--- src/rtl/pwm_pkg.sv ---
// rtl/pwm_pkg.sv - shared constants and types for the PWM generator/decoder pair
package pwm_pkg;

    localparam int CBITS_DEFAULT = 10;

    typedef enum logic [1:0] {
        ACQUIRE = 2'd0,
        HIGH    = 2'd1,
        LOW     = 2'd2
    } pwm_state_t;

    function automatic int tmax_of(input int cbits);
        return (1 << (cbits + 1)) - 1;
    endfunction

    function automatic int duty_shift_of(input int cbits);
        return cbits - 4;
    endfunction

    localparam int TMAX       = tmax_of(CBITS_DEFAULT);
    localparam int DUTY_SHIFT = duty_shift_of(CBITS_DEFAULT);

endpackage

--- src/rtl/pwm_edge_sync.sv ---
// rtl/pwm_edge_sync.sv - pwm_in synchroniser, edge detector and post-reset settling window
module pwm_edge_sync #(
    parameter int SYNC_STAGES = 2
) (
    input  logic clk,
    input  logic rst,
    input  logic pwm_in,
    output logic s,
    output logic rise,
    output logic fall,
    output logic settled
);

    localparam int STAGES = (SYNC_STAGES < 2) ? 2 : SYNC_STAGES;
    localparam int SETTLE = STAGES + 1;
    localparam int SW     = $clog2(SETTLE + 1);
    localparam logic [SW-1:0] SETTLE_C = SW'(SETTLE);

    logic [STAGES-1:0] sync_q;
    logic              prev_q;
    logic [SW-1:0]     settle_cnt;

    always_ff @(posedge clk) begin
        if (rst) begin
            sync_q     <= '0;
            prev_q     <= 1'b0;
            settle_cnt <= '0;
        end else begin
            sync_q <= {sync_q[STAGES-2:0], pwm_in};
            prev_q <= sync_q[STAGES-1];
            if (settle_cnt != SETTLE_C) begin
                settle_cnt <= settle_cnt + 1'b1;
            end
        end
    end

    // prev only reflects the pin once the whole chain has refilled, so edges wait for that
    assign s       = sync_q[STAGES-1];
    assign settled = (settle_cnt == SETTLE_C);
    assign rise    = settled & s & ~prev_q;
    assign fall    = settled & ~s & prev_q;

endmodule

--- src/rtl/pwm_decoder.sv ---
// rtl/pwm_decoder.sv - measures PWM high time and period, recovers duty code, flags stuck inputs
module pwm_decoder
    import pwm_pkg::*;
#(
    parameter int CBITS       = CBITS_DEFAULT,
    parameter int SYNC_STAGES = 2
) (
    input  logic             clk,
    input  logic             rst,
    input  logic             pwm_in,
    output logic [CBITS:0]   high_time,
    output logic [CBITS:0]   period,
    output logic [2:0]       duty_code,
    output logic             meas_valid,
    output logic             locked,
    output logic             stuck_high,
    output logic             stuck_low
);

    localparam logic [CBITS:0] CNT_MAX = (CBITS + 1)'(tmax_of(CBITS));
    localparam logic [CBITS:0] CNT_ONE = (CBITS + 1)'(1);
    localparam int             SHIFT   = duty_shift_of(CBITS);

    logic s, rise, fall, settled;

    pwm_edge_sync #(.SYNC_STAGES(SYNC_STAGES)) u_sync (
        .clk     (clk),
        .rst     (rst),
        .pwm_in  (pwm_in),
        .s       (s),
        .rise    (rise),
        .fall    (fall),
        .settled (settled)
    );

    pwm_state_t     state, state_nxt;
    logic [CBITS:0] hi_cnt, per_cnt, hi_nxt, per_nxt;
    logic [CBITS:0] high_time_nxt, period_nxt;
    logic [2:0]     duty_nxt;
    logic           meas_nxt, locked_nxt, stuck_high_nxt, stuck_low_nxt;
    logic           timeout, latch;
    logic [CBITS:0] per_inc, hi_inc;

    assign per_inc = (per_cnt == CNT_MAX) ? per_cnt : per_cnt + 1'b1;
    assign hi_inc  = (hi_cnt == CNT_MAX) ? hi_cnt : hi_cnt + 1'b1;

    // an edge in the same cycle always beats the timeout
    assign timeout = settled && (per_cnt == CNT_MAX) && !(rise || fall);
    assign latch   = settled && (state == LOW) && rise;

    always_ff @(posedge clk) begin
        if (rst) begin
            state      <= ACQUIRE;
            hi_cnt     <= '0;
            per_cnt    <= '0;
            high_time  <= '0;
            period     <= '0;
            duty_code  <= '0;
            meas_valid <= 1'b0;
            locked     <= 1'b0;
            stuck_high <= 1'b0;
            stuck_low  <= 1'b0;
        end else begin
            state      <= state_nxt;
            hi_cnt     <= hi_nxt;
            per_cnt    <= per_nxt;
            high_time  <= high_time_nxt;
            period     <= period_nxt;
            duty_code  <= duty_nxt;
            meas_valid <= meas_nxt;
            locked     <= locked_nxt;
            stuck_high <= stuck_high_nxt;
            stuck_low  <= stuck_low_nxt;
        end
    end

    always_comb begin
        state_nxt = state;
        if (settled) begin
            case (state)
                ACQUIRE: if (rise) state_nxt = HIGH;
                HIGH: begin
                    if (fall)         state_nxt = LOW;
                    else if (timeout) state_nxt = ACQUIRE;
                end
                LOW: begin
                    if (rise)         state_nxt = HIGH;
                    else if (timeout) state_nxt = ACQUIRE;
                end
                default: state_nxt = ACQUIRE;
            endcase
        end
    end

    always_comb begin
        hi_nxt         = hi_cnt;
        per_nxt        = per_cnt;
        high_time_nxt  = high_time;
        period_nxt     = period;
        duty_nxt       = duty_code;
        meas_nxt       = 1'b0;
        locked_nxt     = locked;
        stuck_high_nxt = stuck_high;
        stuck_low_nxt  = stuck_low;
        if (settled) begin
            case (state)
                ACQUIRE: begin
                    // idle counter; a fall proves the input is alive, so restart it
                    if (rise) begin
                        hi_nxt  = CNT_ONE;
                        per_nxt = CNT_ONE;
                    end else if (fall) begin
                        per_nxt = '0;
                    end else begin
                        per_nxt = per_inc;
                    end
                end
                HIGH: begin
                    per_nxt = per_inc;
                    if (!fall) hi_nxt = hi_inc;
                end
                LOW: begin
                    if (rise) begin
                        hi_nxt  = CNT_ONE;
                        per_nxt = CNT_ONE;
                    end else begin
                        per_nxt = per_inc;
                    end
                end
                default: begin
                    hi_nxt  = '0;
                    per_nxt = '0;
                end
            endcase
            if (latch) begin
                high_time_nxt  = hi_cnt;
                period_nxt     = per_cnt;
                duty_nxt       = (hi_cnt[CBITS:CBITS-1] != 2'b00) ? 3'd7 : hi_cnt[SHIFT+2:SHIFT];
                meas_nxt       = 1'b1;
                locked_nxt     = 1'b1;
                stuck_high_nxt = 1'b0;
                stuck_low_nxt  = 1'b0;
            end
            if (timeout) begin
                locked_nxt     = 1'b0;
                stuck_high_nxt = s;
                stuck_low_nxt  = ~s;
            end
        end
    end

endmodule
--- config.mk ---
export PLATFORM = sky130hd
export DESIGN_NAME = pwm_decoder
export DESIGN_NICKNAME = d
export VERILOG_FILES = /design/src/rtl/pwm_pkg.sv /design/src/rtl/pwm_edge_sync.sv /design/src/rtl/pwm_decoder.sv
export SDC_FILE = /design/constraint.sdc
export NUM_CORES = 1
export LEC_CHECK = 0
export BUFFER_PORTS_ARGS = -buffer_cell sky130_fd_sc_hd__buf_2
export CORE_MARGIN = 2
export CORE_UTILIZATION = 40
export DETAILED_ROUTE_END_ITERATION = 16
export SYNTH_ARGS = -nofsm -noshare
export SYNTH_HDL_FRONTEND = slang
export SYNTH_SLANG_ARGS = --single-unit
--- constraint.sdc ---
create_clock -name clk -period 1.61 [get_ports clk]
set_input_delay 0.161 -clock clk [delete_from_list [all_inputs] [get_ports clk]]
set_output_delay 0.161 -clock clk [all_outputs]
set_load 0.1 [all_outputs]
==> results.sh <==
export IMPL_status="finished, final reports clean"
export IMPL_relSlewSlack_pct=67.6
export IMPL_cts_tree="yes"
export IMPL_cts_sinks=58
export IMPL_layout_drive_gt1_share_pct=32.3
export IMPL_power_internal_mw=2.27
export IMPL_r2r_end="per_cnt[8]"
export IMPL_grt_max_degree=45
export IMPL_hpwl_um=4640
export IMPL_seqPwrFrac_pct=48.6
export IMPL_min_path_type="input pin to flip-flop"
export IMPL_clk_transition_reported_paths_ps=70
export IMPL_antenna_cells=0
export IMPL_crit_path_end_kind="flip-flop"
export IMPL_ir_worst_vdd_mv=0.742
export IMPL_yosys_cell_types_count=51
export IMPL_vias=2516
export IMPL_crit_path_start="u_sync.settle_cnt[1]"
export IMPL_r2r_setup_slack_ps=60
export IMPL_die_h_um=85.6
export IMPL_dieWidth_um=85.6
export IMPL_die_area_um2=7320
export IMPL_crit_chain="ha_4 -> buf_4 -> nand3_1 -> buf_4 -> a211oi_1 -> nor3_1"
export IMPL_postLayoutCellArea_um2=3490
export IMPL_nets=391
export IMPL_synth_enable_flop_cells=0
export IMPL_numCtsBuffers=9
export IMPL_p_leak_nw=1.32
export IMPL_pin_count=32
export IMPL_final_util_pct=54.6
export IMPL_rsz0062_at_grt="yes"
export IMPL_synthFlopType="dfxtp_1"
export IMPL_fin_crit_ps=1550
export IMPL_clk_latency_ps=350
export IMPL_worstSetupEndpoint="per_cnt[8]"
export IMPL_crit_family="buffers and inverters"
export IMPL_grt_usage_pct=18.8
export IMPL_antenna_found_initial=0
export IMPL_drtAntennaViolNets=0
export IMPL_areaGrowthSynthToFinish_pct=30.9
export IMPL_wl_um=6530
export IMPL_reg2reg_from="u_sync.settle_cnt[1]"
export IMPL_syn_inst=317
export IMPL_ys_seq_elements=58
export IMPL_grt_overflow_total=0
export IMPL_tightest_slew_ps=490
export IMPL_wl_per_cell_um=14.0
export IMPL_core_area_um2=6390
export IMPL_clock_power_share_pct=44.6
export IMPL_cp_max_fo=22
export IMPL_start_util_pct=41.7
export IMPL_viasPerCell=5.39
export IMPL_cts_htree_levels=3
export IMPL_cpPeakStageDelay_ps=350
export IMPL_portBuffers=31
export IMPL_synthArstFlopShare_pct=0
export IMPL_place_area_um2=3210
export IMPL_critPathLaunchType="flip-flop"
export IMPL_cp_slowest_cell="dfxtp_2"
export IMPL_fp_row_count=29
export IMPL_cp_arrival_ps=1780
export IMPL_skew_ps=10.3
export IMPL_grt_pass1_vias=2257
export IMPL_drv_slew=0
export IMPL_yosys_warnings=0
export IMPL_grt_pass1_wl_um=10800
export IMPL_cp_num_buf_inv=2
export IMPL_gp_congestion=0.859
export IMPL_path_class="flip-flop to flip-flop"
export IMPL_drt_pass1_iter_count=4
export IMPL_yosysTopAreaCellShare_pct=43.6
export IMPL_final_common_cell="nand2_1"
export IMPL_maxCapViolCount=0
export IMPL_timing_final_crit_share_pct=96.5
export IMPL_drcViolationCount=0
export IMPL_syn_avg_cell_area_um2=8.40
export IMPL_p_switching_mw=0.772
export IMPL_syn_area_um2=2660
export IMPL_yosysTopAreaCell="dfxtp_1"
export IMPL_finalSetupViolCount=0
export IMPL_power_mw=3.04
export IMPL_cts_hold_buf=0
export IMPL_power_frac_comb_pct=6.8
export IMPL_mostFrequentLayoutCells="nand2_1 (54), dfxtp_1 (51), buf_4 (48)"
export IMPL_p_per_area_nw_per_um2=872
export IMPL_hold_viol_final=0
export IMPL_cts_buffer_depth=2
export IMPL_p_sw_share_pct=25.4
export IMPL_cp_depth=6
export IMPL_cts_root_buf="clkbuf_8"
export IMPL_r2r_worst_path_cells=6
export IMPL_yosysSeqAreaShare_pct=43.6
export IMPL_synth_nets=323
export IMPL_max_freq_mhz=644
export IMPL_finalSetupTns_ps=0
export IMPL_drtIter0Drc=78
export IMPL_critPathRequiredTime_ps=1840
export IMPL_cp_common_cell="buf_4"
export IMPL_synth_area_leaders="dfxtp_1 (44%), nand2_1 (7.8%), a21oi_1 (6.8%)"
==> worst min-delay path by stage <==
stage,startpoint,endpoint,slack (ps),depth (start not counted)
detailed placement,pwm_in,u_sync.sync_q[0],380,2
global route,pwm_in,u_sync.sync_q[0],50,2
global placement,pwm_in,u_sync.sync_q[0],370,2
finish,pwm_in,u_sync.sync_q[0],30,2
floorplan,pwm_in,u_sync.sync_q[0],290,1
CTS,pwm_in,u_sync.sync_q[0],20,2
==> synth_stat cells (all sizes together) (2+ instances only) <==
master   number
and3          5
nand3b        7
nand4        11
nor2         16
and2          3
buf          12
a311oi        2
o211ai        5
dfxtp        58
nor3          5
nand3        10
or4           4
nand2        55
or3           4
a21oi        36
and4          2
nor2b         6
a2bb2oi       3
a211oi        8
nor4          5
clkbuf       11
mux2i         4
or3b          3
o21ai         8
o221a         2
o31ai         4
ha            3
a31oi         9
nor3b         2
inv           3
==> power groups by stage <==
stage / Clock [mW] / Sequential [mW] / Combinational [mW]
5_1_grt: 1.47 / 1.48 / 0.232
2_1_floorplan: 0 / 1.51 / 0.141
4_1_cts: 1.38 / 1.48 / 0.200
3_3_place_gp: 0 / 1.51 / 0.193
6_report: 1.36 / 1.48 / 0.207
3_5_place_dp: 0 / 1.51 / 0.197
==> per-stage QoR <==
stage / hold slack [ps] / setup WS (ps) / instances
2_1_floorplan: 289 / 27.4 / 317
3_3_place_gp: 373 / -4.38 / 450
3_5_place_dp: 376 / -45.8 / 450
4_1_cts: 18.0 / 16.0 / 466
5_1_grt: 54.0 / -59.3 / 467
6_report: 26.3 / 56.7 / 467
==> layout make-up <==
type | count | area [um^2]
Inverter | 3 | 11.3
Sequential cell | 58 | 1170
Clock buffer | 9 | 124
Tap cell | 77 | 96.3
Clock inverter | 7 | 78.8
Fill cell | 608 | 2900
Timing Repair Buffer | 80 | 536
Multi-Input combinational cell | 233 | 1470
==> sequential cells by signal, summed over array words and instances, names as in the netlist <==
signal             cells
hi_cnt                11
high_time             11
per_cnt               11
period                11
duty_code              3
state                  2
u_sync.settle_cnt      2
u_sync.sync_q          2
locked                 1
meas_valid             1
stuck_high             1
stuck_low              1
u_sync.prev_q          1
==> repair_timing <==
item,CTS,global route
setup endpoints to repair,8,36
pin swaps,0,1
gates resized for setup,4,14
setup buffers,0,1
endpoints found under the hold margin,0,0
==> metal layers <==
metal	up-vias	global-route usage [%]	part of all wire [%]
li1	1300	-	-
met1	1153	25.9	51
met2	51	27.8	43
met3	12	4.23	3.7
met4	0	9.09	1.9
met5	-	0	0
==> cell families (layout without fill, tap and decap cells) <==
kind of cell	count (synthesis)	in the layout	synth area share, %
AND/OR/NAND/NOR	142	142	28.9
AO/OA/AOI/OAI	83	83	19.9
flip-flops	58	58	43.6
buffers and inverters	26	99	4.42
multiplexers	4	4	1.50
adder cells (fa/ha/maj)	3	3	1.41
XOR/XNOR	1	1	0.329
No activity file was read; power rests on OpenSTA's default activity.
